--- src/rtl/alu_sequencer_pkg.sv ---
// Shared types and encodings for the ALU sequencer: FSM states, instruction
// classes, opcode/op fields, ALU operations and writeback mux selects.
package seq_pkg;

    typedef enum logic [2:0] {
        WAIT   = 3'd0,
        DECODE = 3'd1,
        WIMM   = 3'd2,
        GETA   = 3'd3,
        GETB   = 3'd4,
        EXEC   = 3'd5,
        WRB    = 3'd6
    } state_e;

    typedef enum logic [2:0] {
        CLS_ILL  = 3'd0,
        CLS_MOVI = 3'd1,
        CLS_MOV  = 3'd2,
        CLS_MVN  = 3'd3,
        CLS_ADD  = 3'd4,
        CLS_CMP  = 3'd5,
        CLS_AND  = 3'd6
    } cls_e;

    localparam logic [2:0] OPC_MOV  = 3'b110;
    localparam logic [2:0] OPC_ALU  = 3'b101;
    localparam logic [1:0] OP_MOVI  = 2'b10;
    localparam logic [1:0] OP_MOVR  = 2'b00;
    localparam logic [1:0] OP_ADD   = 2'b00;
    localparam logic [1:0] OP_CMP   = 2'b01;
    localparam logic [1:0] OP_AND   = 2'b10;
    localparam logic [1:0] OP_MVN   = 2'b11;

    localparam logic [1:0] ALU_ADD  = 2'b00;
    localparam logic [1:0] ALU_SUB  = 2'b01;
    localparam logic [1:0] ALU_AND  = 2'b10;
    localparam logic [1:0] ALU_NOT  = 2'b11;

    localparam logic [1:0] VSEL_C   = 2'b00;
    localparam logic [1:0] VSEL_IMM = 2'b01;

endpackage

--- src/rtl/alu_sequencer_if.sv ---
// Instruction-source / datapath-control bundle of the ALU sequencer.
// The sequencer is the slave; the instruction source and datapath sit on master.
interface alu_sequencer_if #(
    parameter int REG_SIZE = 16,
    parameter int CNT_W    = 16
);
    logic                s;
    logic [15:0]         instr;
    logic                w;
    logic                err;
    logic [2:0]          readnum;
    logic [2:0]          writenum;
    logic                write;
    logic [1:0]          vsel;
    logic                loada;
    logic                loadb;
    logic                asel;
    logic                bsel;
    logic                loadc;
    logic                loads;
    logic [1:0]          ALUop;
    logic [1:0]          shift;
    logic [REG_SIZE-1:0] sximm8;
    logic [CNT_W-1:0]    retired;

    modport slave (
        input  s, instr,
        output w, err, readnum, writenum, write, vsel, loada, loadb,
               asel, bsel, loadc, loads, ALUop, shift, sximm8, retired
    );

    modport master (
        output s, instr,
        input  w, err, readnum, writenum, write, vsel, loada, loadb,
               asel, bsel, loadc, loads, ALUop, shift, sximm8, retired
    );
endinterface

--- src/rtl/alu_sequencer_instr_dec.sv ---
// Combinational instruction decoder: splits an instruction word into register
// fields, the sign-extended immediate and an instruction class.
module instr_dec
    import seq_pkg::*;
#(
    parameter int REG_SIZE = 16
) (
    input  logic [15:0]         i_ir,
    output logic [2:0]          o_rn,
    output logic [2:0]          o_rd,
    output logic [2:0]          o_rm,
    output logic [1:0]          o_sh,
    output logic [REG_SIZE-1:0] o_sximm8,
    output logic                o_legal,
    output cls_e                o_cls
);

    assign o_rn     = i_ir[10:8];
    assign o_rd     = i_ir[7:5];
    assign o_sh     = i_ir[4:3];
    assign o_rm     = i_ir[2:0];
    assign o_sximm8 = {{(REG_SIZE-8){i_ir[7]}}, i_ir[7:0]};
    assign o_legal  = (o_cls != CLS_ILL);

    // Classify opcode/op into one of the six legal instructions
    always_comb begin
        o_cls = CLS_ILL;
        case ({i_ir[15:13], i_ir[12:11]})
            {OPC_MOV, OP_MOVI}: o_cls = CLS_MOVI;
            {OPC_MOV, OP_MOVR}: o_cls = CLS_MOV;
            {OPC_ALU, OP_ADD}:  o_cls = CLS_ADD;
            {OPC_ALU, OP_CMP}:  o_cls = CLS_CMP;
            {OPC_ALU, OP_AND}:  o_cls = CLS_AND;
            {OPC_ALU, OP_MVN}:  o_cls = CLS_MVN;
            default:            o_cls = CLS_ILL;
        endcase
    end

endmodule

--- src/rtl/alu_sequencer.sv ---
// Multi-cycle Moore sequencer for the 16-bit regfile/ALU datapath. Control
// outputs are registered from the next state and next IR so they track the state.
module alu_sequencer
    import seq_pkg::*;
#(
    parameter int REG_SIZE = 16,
    parameter int CNT_W    = 16
) (
    input  logic            clk,
    input  logic            rst_n,
    alu_sequencer_if.slave  bus
);

    state_e              r_state;
    state_e              w_state_nxt;
    logic [15:0]         r_ir;
    logic [15:0]         w_ir_nxt;
    logic [CNT_W-1:0]    r_retired;

    logic [2:0]          w_rn, w_rd, w_rm;
    logic [1:0]          w_sh;
    logic [REG_SIZE-1:0] w_sximm8;
    logic                w_legal;
    cls_e                w_cls;

    logic                w_w, w_err, w_write, w_loada, w_loadb, w_asel, w_loadc, w_loads;
    logic [2:0]          w_readnum, w_writenum;
    logic [1:0]          w_vsel, w_aluop, w_shift;

    logic                r_w, r_err, r_write, r_loada, r_loadb, r_asel, r_loadc, r_loads;
    logic [2:0]          r_readnum, r_writenum;
    logic [1:0]          r_vsel, r_aluop, r_shift;
    logic [REG_SIZE-1:0] r_sximm8;

    // The decoder sees the next IR; outside WAIT that is simply the held IR
    instr_dec #(.REG_SIZE(REG_SIZE)) u_dec (
        .i_ir     (w_ir_nxt),
        .o_rn     (w_rn),
        .o_rd     (w_rd),
        .o_rm     (w_rm),
        .o_sh     (w_sh),
        .o_sximm8 (w_sximm8),
        .o_legal  (w_legal),
        .o_cls    (w_cls)
    );

    // Instruction capture: only a start seen in WAIT replaces the IR
    always_comb begin
        w_ir_nxt = r_ir;
        if ((r_state == WAIT) && bus.s) begin
            w_ir_nxt = bus.instr;
        end else begin
            w_ir_nxt = r_ir;
        end
    end

    // Next-state routing
    always_comb begin
        w_state_nxt = r_state;
        case (r_state)
            WAIT: begin
                if (bus.s) begin
                    w_state_nxt = DECODE;
                end else begin
                    w_state_nxt = WAIT;
                end
            end
            DECODE: begin
                case (w_cls)
                    CLS_MOVI:                 w_state_nxt = WIMM;
                    CLS_MOV, CLS_MVN:         w_state_nxt = GETB;
                    CLS_ADD, CLS_CMP, CLS_AND: w_state_nxt = GETA;
                    default:                  w_state_nxt = WAIT;
                endcase
            end
            WIMM: w_state_nxt = WAIT;
            GETA: w_state_nxt = GETB;
            GETB: w_state_nxt = EXEC;
            EXEC: begin
                if (w_cls == CLS_CMP) begin
                    w_state_nxt = WAIT;
                end else begin
                    w_state_nxt = WRB;
                end
            end
            WRB:     w_state_nxt = WAIT;
            default: w_state_nxt = WAIT;
        endcase
    end

    // Moore output decode of the state about to be entered
    always_comb begin
        w_w        = 1'b0;
        w_err      = 1'b0;
        w_readnum  = 3'd0;
        w_writenum = 3'd0;
        w_write    = 1'b0;
        w_vsel     = VSEL_C;
        w_loada    = 1'b0;
        w_loadb    = 1'b0;
        w_asel     = 1'b0;
        w_loadc    = 1'b0;
        w_loads    = 1'b0;
        w_aluop    = ALU_ADD;
        w_shift    = 2'b00;
        case (w_state_nxt)
            WAIT:   w_w = 1'b1;
            DECODE: w_err = ~w_legal;
            WIMM: begin
                w_write    = 1'b1;
                w_vsel     = VSEL_IMM;
                w_writenum = w_rn;
            end
            GETA: begin
                w_readnum = w_rn;
                w_loada   = 1'b1;
            end
            GETB: begin
                w_readnum = w_rm;
                w_loadb   = 1'b1;
            end
            EXEC: begin
                w_shift = w_sh;
                w_asel  = (w_cls == CLS_MOV);
                case (w_cls)
                    CLS_CMP: w_aluop = ALU_SUB;
                    CLS_AND: w_aluop = ALU_AND;
                    CLS_MVN: w_aluop = ALU_NOT;
                    default: w_aluop = ALU_ADD;
                endcase
                if (w_cls == CLS_CMP) begin
                    w_loads = 1'b1;
                end else begin
                    w_loadc = 1'b1;
                end
            end
            WRB: begin
                w_write    = 1'b1;
                w_vsel     = VSEL_C;
                w_writenum = w_rd;
            end
            default: w_w = 1'b0;
        endcase
    end

    // State and instruction register
    always_ff @(posedge clk or negedge rst_n) begin
        if (!rst_n) begin
            r_state <= WAIT;
            r_ir    <= 16'h0000;
        end else begin
            r_state <= w_state_nxt;
            r_ir    <= w_ir_nxt;
        end
    end

    // Retire count: one per instruction that completes without error
    always_ff @(posedge clk or negedge rst_n) begin
        if (!rst_n) begin
            r_retired <= {CNT_W{1'b0}};
        end else if ((r_state == WIMM) || (r_state == WRB) ||
                     ((r_state == EXEC) && (w_cls == CLS_CMP))) begin
            r_retired <= r_retired + {{(CNT_W-1){1'b0}}, 1'b1};
        end else begin
            r_retired <= r_retired;
        end
    end

    // Output registers
    always_ff @(posedge clk or negedge rst_n) begin
        if (!rst_n) begin
            r_w        <= 1'b1;
            r_err      <= 1'b0;
            r_readnum  <= 3'd0;
            r_writenum <= 3'd0;
            r_write    <= 1'b0;
            r_vsel     <= 2'b00;
            r_loada    <= 1'b0;
            r_loadb    <= 1'b0;
            r_asel     <= 1'b0;
            r_loadc    <= 1'b0;
            r_loads    <= 1'b0;
            r_aluop    <= 2'b00;
            r_shift    <= 2'b00;
            r_sximm8   <= {REG_SIZE{1'b0}};
        end else begin
            r_w        <= w_w;
            r_err      <= w_err;
            r_readnum  <= w_readnum;
            r_writenum <= w_writenum;
            r_write    <= w_write;
            r_vsel     <= w_vsel;
            r_loada    <= w_loada;
            r_loadb    <= w_loadb;
            r_asel     <= w_asel;
            r_loadc    <= w_loadc;
            r_loads    <= w_loads;
            r_aluop    <= w_aluop;
            r_shift    <= w_shift;
            r_sximm8   <= w_sximm8;
        end
    end

    assign bus.w        = r_w;
    assign bus.err      = r_err;
    assign bus.readnum  = r_readnum;
    assign bus.writenum = r_writenum;
    assign bus.write    = r_write;
    assign bus.vsel     = r_vsel;
    assign bus.loada    = r_loada;
    assign bus.loadb    = r_loadb;
    assign bus.asel     = r_asel;
    assign bus.bsel     = 1'b0;
    assign bus.loadc    = r_loadc;
    assign bus.loads    = r_loads;
    assign bus.ALUop    = r_aluop;
    assign bus.shift    = r_shift;
    assign bus.sximm8   = r_sximm8;
    assign bus.retired  = r_retired;

endmodule
--- src/flat_wrapper.sv ---
// flat-port wrapper written by rule: the top's interface ports become plain ports
module alu_sequencer_flat import seq_pkg::*;
#(
    parameter int REG_SIZE = 16,
    parameter int CNT_W    = 16
)
  (clk, rst_n, bus_s, bus_instr, bus_w, bus_err, bus_readnum, bus_writenum, bus_write, bus_vsel, bus_loada, bus_loadb, bus_asel, bus_bsel, bus_loadc, bus_loads, bus_ALUop, bus_shift, bus_sximm8, bus_retired);
  alu_sequencer_if #(.REG_SIZE(REG_SIZE), .CNT_W(CNT_W)) bus_i ();
  input  logic clk;
  input  logic rst_n;
  input wire logic [$bits(bus_i.s)-1:0] bus_s;
  input wire logic [$bits(bus_i.instr)-1:0] bus_instr;
  output wire logic [$bits(bus_i.w)-1:0] bus_w;
  output wire logic [$bits(bus_i.err)-1:0] bus_err;
  output wire logic [$bits(bus_i.readnum)-1:0] bus_readnum;
  output wire logic [$bits(bus_i.writenum)-1:0] bus_writenum;
  output wire logic [$bits(bus_i.write)-1:0] bus_write;
  output wire logic [$bits(bus_i.vsel)-1:0] bus_vsel;
  output wire logic [$bits(bus_i.loada)-1:0] bus_loada;
  output wire logic [$bits(bus_i.loadb)-1:0] bus_loadb;
  output wire logic [$bits(bus_i.asel)-1:0] bus_asel;
  output wire logic [$bits(bus_i.bsel)-1:0] bus_bsel;
  output wire logic [$bits(bus_i.loadc)-1:0] bus_loadc;
  output wire logic [$bits(bus_i.loads)-1:0] bus_loads;
  output wire logic [$bits(bus_i.ALUop)-1:0] bus_ALUop;
  output wire logic [$bits(bus_i.shift)-1:0] bus_shift;
  output wire logic [$bits(bus_i.sximm8)-1:0] bus_sximm8;
  output wire logic [$bits(bus_i.retired)-1:0] bus_retired;
  assign bus_i.s = bus_s;
  assign bus_i.instr = bus_instr;
  assign bus_w = bus_i.w;
  assign bus_err = bus_i.err;
  assign bus_readnum = bus_i.readnum;
  assign bus_writenum = bus_i.writenum;
  assign bus_write = bus_i.write;
  assign bus_vsel = bus_i.vsel;
  assign bus_loada = bus_i.loada;
  assign bus_loadb = bus_i.loadb;
  assign bus_asel = bus_i.asel;
  assign bus_bsel = bus_i.bsel;
  assign bus_loadc = bus_i.loadc;
  assign bus_loads = bus_i.loads;
  assign bus_ALUop = bus_i.ALUop;
  assign bus_shift = bus_i.shift;
  assign bus_sximm8 = bus_i.sximm8;
  assign bus_retired = bus_i.retired;
  alu_sequencer #(.REG_SIZE(REG_SIZE), .CNT_W(CNT_W)) u_core (.clk(clk), .rst_n(rst_n), .bus(bus_i));
endmodule
--- config.mk ---
export PLATFORM = sky130hd
export DESIGN_NAME = alu_sequencer_flat
export DESIGN_NICKNAME = d
export VERILOG_FILES = /design/src/rtl/alu_sequencer_pkg.sv /design/src/rtl/alu_sequencer_if.sv /design/src/rtl/alu_sequencer_instr_dec.sv /design/src/rtl/alu_sequencer.sv /design/src/flat_wrapper.sv
export SDC_FILE = /design/constraint.sdc
export NUM_CORES = 1
export LEC_CHECK = 0
export BUFFER_PORTS_ARGS = -buffer_cell sky130_fd_sc_hd__buf_2
export CORE_MARGIN = 2
export CORE_UTILIZATION = 54
export DETAILED_ROUTE_END_ITERATION = 16
export PLACE_DENSITY = 0.77
export SYNTH_ARGS = -nofsm -noshare
export SYNTH_HDL_FRONTEND = slang
export SYNTH_HIERARCHICAL = 1
export SYNTH_SLANG_ARGS = --single-unit
--- constraint.sdc ---
create_clock -name clk -period 3.9 [get_ports clk]
set_input_delay 0.195 -clock clk [delete_from_list [all_inputs] [get_ports clk]]
set_output_delay 0.195 -clock clk [all_outputs]
set_load 0.005 [all_outputs]
==> results of run 1 <==
[cell families after synthesis]
kind of cell | after synthesis | synth area share, %
simple gates | 68 | 12.9
xor+xnor | 17 | 4.98
buf+inv | 45 | 10.3
mux | 17 | 6.40
other cells | 1 | 0.125
compound gates | 23 | 6.24
flops | 70 | 58.6
fa+ha+maj | 1 | 0.419
[placed cells by master, fill, tap and decap left out, drive strengths merged, types with 2 or more instances in the layout]
master  count
conb        2
clkinv      2
xor2        2
bufinv      2
nand2      16
o21ai       6
nand4      11
a22o        3
nand3       7
a21oi       6
nor2        6
xnor2      15
o22ai       2
mux2       17
inv         7
nand3b      2
dfrtp      69
nor3        6
and3        6
nand2b     10
buf        76
clkbuf     11
[layout make-up]
| type | count | area [um2] |
|---|---|---|
| clock inverter | 5 | 81.3 |
| multi-input combinational | 128 | 932 |
| clock buffer | 11 | 151 |
| tap | 72 | 90.1 |
| inverter | 7 | 26.3 |
| fill | 417 | 2000 |
| timing repair buffer | 77 | 408 |
| sequential | 70 | 1750 |
[repair_timing]
item,4_1_cts,5_1_grt
hold endpoints to repair,32,0
setup buffers,0,0
hold buffers,1,0
[where the power goes]
part	internal, mW	leakage (nW)	total, mW	switching (mW)
clock	0.395	0.116	0.655	0.260
sequential	0.970	0.891	1.07	0.0982
combinational	0.382	0.691	0.855	0.473
total	1.75	1.70	2.58	0.831
[routing by layer]
layer | vias up | wire length [um]
met2 | 55 | 2410
met5 | - | 0
met4 | 0 | 139
met1 | 895 | 2310
met3 | 12 | 306
li1 | 894 | -
[through the flow]
step                cell area [um2]  utilization [%]
detailed placement             3200             58.8
global placement               3200             58.8
floorplan                      2990                -
finish                         3440             63.3
CTS                            3440             63.3
global route                   3440             63.3
[final timing paths]
kind | from | to | slack (ps)
min | bus_instr[4] | u_core/bus.sximm8[4] | 120
max in group asynchronous | rst_n | u_core/bus.w | 2530
min reg2reg | u_core/bus.retired[15] | u_core/bus.retired[15] | 470
max | u_core/r_state[0] | u_core/bus.retired[10] | 460
max reg2reg | u_core/r_state[0] | u_core/bus.retired[10] | 460
min in group asynchronous | rst_n | u_core/bus.sximm8[4] | 430
[flip-flops by register name (all words and copies together) (netlist names), 2 cells and up]
signal and flops:
u_core/bus.ALUop 2, u_core/bus.readnum 3, u_core/bus.retired 16, u_core/bus.shift 2, u_core/bus.sximm8 16, u_core/bus.writenum 3
u_core/r_ir 16, u_core/r_state 3
==> flow_summary.yaml, run 1 <==
outcome:
  outcome: "finished clean"
sta:
  min_period_ps: 3440
  setup_viol: 0
  setup_ws_ps: 462
  slew_headroom_pct: 54.7
  slew_violations: 0
  tightest_slew_ps: 679
  rsz0062_at_grt: "false"
  fin_skew_ps: 6.40
  finalCritPeriodShare_pct: 88.1
  fmax_mhz: 291
  final_hold_viol_count: 0
  hold_slack_ps: 124
  setup_tns_ps: 0
global_routing:
  grtUsageMet1_pct: 24.3
  grt_start_max_net_pins: 39
  antenna_found_initial: 0
  grt_util_met2_pct: 29.1
  use_met3_pct: 4.71
  grt_overflow: 0
  gr-max-usage-layer: "met2"
  grt_pass1_wl_mm: 8.78
  first_global_vias: 1878
  track_usage_pct: 18.9
synthesis:
  synth.top_cell.area_share_pct: 57.8
  synth_most_common_cell: "dfrtp_1"
  avgSynthCellArea_um2: 12.4
  syn-cell-area_um2: 2990
  synth-main-ff-cell: "dfrtp_1"
  async_reset_ff_share_pct: 100
  synth_seq_area_share_pct: 58.6
  synth_area_leader_cell: "dfrtp_1"
  synth-seq-cells: 70
  yosysUniqueCellTypes: 38
  synth_edf_count: 0
  yosysWarnings: 6
  synth_area_leaders: "dfrtp_1, buf_4, mux2_2"
  syn_inst: 242
  synth_common_cells: "dfrtp_1, buf_4, nand2_1"
clock_network:
  clock-root-buffer: "clkbuf_8"
  cts_resized: 0
  cts_tree: "done"
  numCtsBuffers: 9
  h-tree-depth: 3
  clock-sinks: 70
  insertion_delay_ps: 340
  clk_pin_slew_ps: 70
  clk_path_buf_depth: 2
power_and_ir_drop:
  p_total_mw: 2.58
  p_leak_nw: 1.70
  power_density_nw_per_um2: 749
  vdd_drop_max_mv: 0.428
floorplanning:
  fp.coreArea_um2: 5440
  dieArea_um2: 6150
  start_util_pct: 55.0
  die_h_um: 78.4
  row_count: 27
  ios: 72
  die_w_um: 78.4
detailed_routing:
  vias: 1856
  drt_wl_total_mm: 5.17
  viasPerCell: 5.02
  first_pass_iters: 4
  wl_per_cell_um: 14.0
  drc: 0
  drt_iter0_markers: 87
  antenna_left: 0
setup_path:
  critPathLaunchType: "register"
  critPathKind: "reg -> reg"
  slowest_stage: "o32ai_4"
  path_buf_inv: 2
  worstRegToRegCells: 11
  cp.arrival_ps: 3670
  cp_cell_sequence: "nor2_2 > and3_1 > buf_4 > mux2_2 > nand2b_1 > a211oi_1 > buf_4 > nand3b_4 > o32ai_4 > nand4_1 > xnor2_1"
  required_ps: 4130
  worst_path_most_repeated_cell: "buf_4"
  crit_family: "simple AND/OR/NAND/NOR gates"
  path_max_fanout: 13
  cp.depth: 11
  cpPeakStageDelay_ps: 530
  cp-end-kind: "register"
min_path:
  min_path_type: "in -> reg"
  hold_depth: 2
finish:
  diodes: 0
  synthToLayoutAreaGrowth_pct: 15.2
  final_cells: 370
  nets: 313
  drive_gt1_share_pct: 37.9
placement:
  place_inst: 353
  numPortBuffers: 69
  dp_slack_ps: 503
  dpl.hpwl_mm: 3.71
  gp_congestion: 0.760
flow_run:
  maxCapViolations: 0
(Power assumes the default switching activity.)
==> run 2, diff against run 1 <==
Settings changed: CORE_MARGIN 2 to not set, CORE_UTILIZATION 54 to 45, PLACE_DENSITY 0.77 to 0.66.
==> flow_summary.yaml, run 2 (synthesis results as in run 1) <==
sta:
  setup_viol: 0
  hold_slack_ps: 32.1
  tightest_slew_ps: 1030
  fmax_mhz: 285
  setup_tns_ps: 0
  min_period_ps: 3510
  final_hold_viol_count: 0
  rsz0062_at_grt: "false"
  fin_skew_ps: 15.5
  finalCritPeriodShare_pct: 90.0
  slew_headroom_pct: 31.0
  slew_violations: 0
detailed_routing:
  antenna_left: 0
  viasPerCell: 4.89
  drt_iter0_markers: 142
  first_pass_iters: 4
  wl_per_cell_um: 14.6
  drt_wl_total_mm: 5.47
  vias: 1829
  drc: 0
global_routing:
  antenna_found_initial: 0
  grt_start_max_net_pins: 49
  grt_overflow: 0
  grt_pass1_wl_mm: 9.08
  track_usage_pct: 16.9
  first_global_vias: 1809
setup_path:
  required_ps: 4130
  critPathKind: "reg -> reg"
  cp.arrival_ps: 3740
  path_max_fanout: 13
  cp-end-kind: "register"
  critPathLaunchType: "register"
floorplanning:
  die_w_um: 83.5
  dieArea_um2: 6970
  die_h_um: 83.5
  row_count: 29
  ios: 72
  start_util_pct: 46.8
  fp.coreArea_um2: 6390
power_and_ir_drop:
  vdd_drop_max_mv: 0.468
  switching_share_pct: 32.5
  p_leak_nw: 1.70
  p_comb_share_pct: 33.0
  p_int_mw: 1.77
  pwr-share-clk_pct: 26.2
  seqPwrFrac_pct: 40.9
  power_density_nw_per_um2: 759
  power.switching_mw: 0.851
clock_network:
  h-tree-depth: 3
  clock-sinks: 70
  clock-root-buffer: "clkbuf_8"
  numCtsBuffers: 9
  cts_hold_buf: 0
  cts_tree: "done"
  clk_pin_slew_ps: 80
  insertion_delay_ps: 340
  post-cts-setup-buffer-count: 0
  cts_resized: 0
  clk_path_buf_depth: 2
placement:
  dpl.hpwl_mm: 3.76
  gp_congestion: 0.812
  numPortBuffers: 69
finish:
  nets: 312
  diodes: 0
  synthToLayoutAreaGrowth_pct: 15.3
  drive_gt1_share_pct: 38.0
  mostFrequentLayoutCells: "buf_2, dfrtp_1, nand2_1, mux2_2, xnor2_1"
min_path:
  min_path_type: "in -> async"
flow_run:
  maxCapViolations: 0
outcome:
  outcome: "finished clean"
[run 2: final timing paths]
kind / endpoint / slack [ps] / from / depth (start not counted)
worst max-delay path: u_core/bus.retired[11] / 390 / u_core/r_state[1] / 11
max in group asynchronous: u_core/bus.sximm8[6] / 2980 / rst_n / 2
min in group clk: u_core/bus.sximm8[2] / 130 / bus_instr[2] / 2
worst max register to register: u_core/bus.retired[11] / 390 / u_core/r_state[1] / 11
worst min register to register: u_core/bus.retired[15] / 480 / u_core/bus.retired[15] / 1
worst min-delay path: u_core/bus.retired[13] / 30 / rst_n / 1
[run 2: final cells by class]
| cell class | instances | area [um2] |
|---|---|---|
| Tap cell | 77 | 96.3 |
| Timing Repair Buffer | 76 | 398 |
| Fill cell | 559 | 2940 |
| Clock inverter | 4 | 76.3 |
| Multi-Input combinational cell | 128 | 932 |
| Sequential cell | 70 | 1750 |
| Clock buffer | 12 | 165 |
| Inverter | 7 | 26.3 |
[run 2: power by group through the flow]
stage / Combinational (mW) / Sequential [mW] / Clock [mW]
floorplan: 0.787 / 1.09 / 0
global placement: 0.854 / 1.08 / 0
detailed placement: 0.868 / 1.09 / 0
CTS: 0.871 / 1.07 / 0.700
global route: 0.958 / 1.10 / 0.735
finish: 0.863 / 1.07 / 0.685
[run 2: layer usage]
metal | up-vias | part of all wire [%] | track usage, %
met4 | 0 | 1.4 | 7.70
li1 | 895 | - | -
met1 | 869 | 48 | 23.1
met3 | 8 | 5.8 | 5.64
met5 | - | 0 | 0
met2 | 57 | 44 | 24.5
[run 2: per-stage QoR]
stage | setup WS (ps) | util, % | area [um2] | total power, mW | cells
floorplan | 750 | - | 2990 | 1.88 | 243
global placement | 613 | 50.2 | 3210 | 1.93 | 358
detailed placement | 444 | 50.2 | 3210 | 1.95 | 358
CTS | 413 | 54.0 | 3450 | 2.65 | 374
global route | 167 | 54.0 | 3450 | 2.79 | 374
finish | 391 | 54.0 | 3450 | 2.62 | 374
[run 2: critical path, cell delays in order, from the launching register on]
cell      delay [ps]
dfrtp_1          450
nor2_2           250
and3_1           370
buf_4            230
mux2_2           360
nand2b_1         200
a211oi_1         250
buf_4            240
nand3b_4         120
o32ai_4          560
nand4_1          200
xnor2_1          170
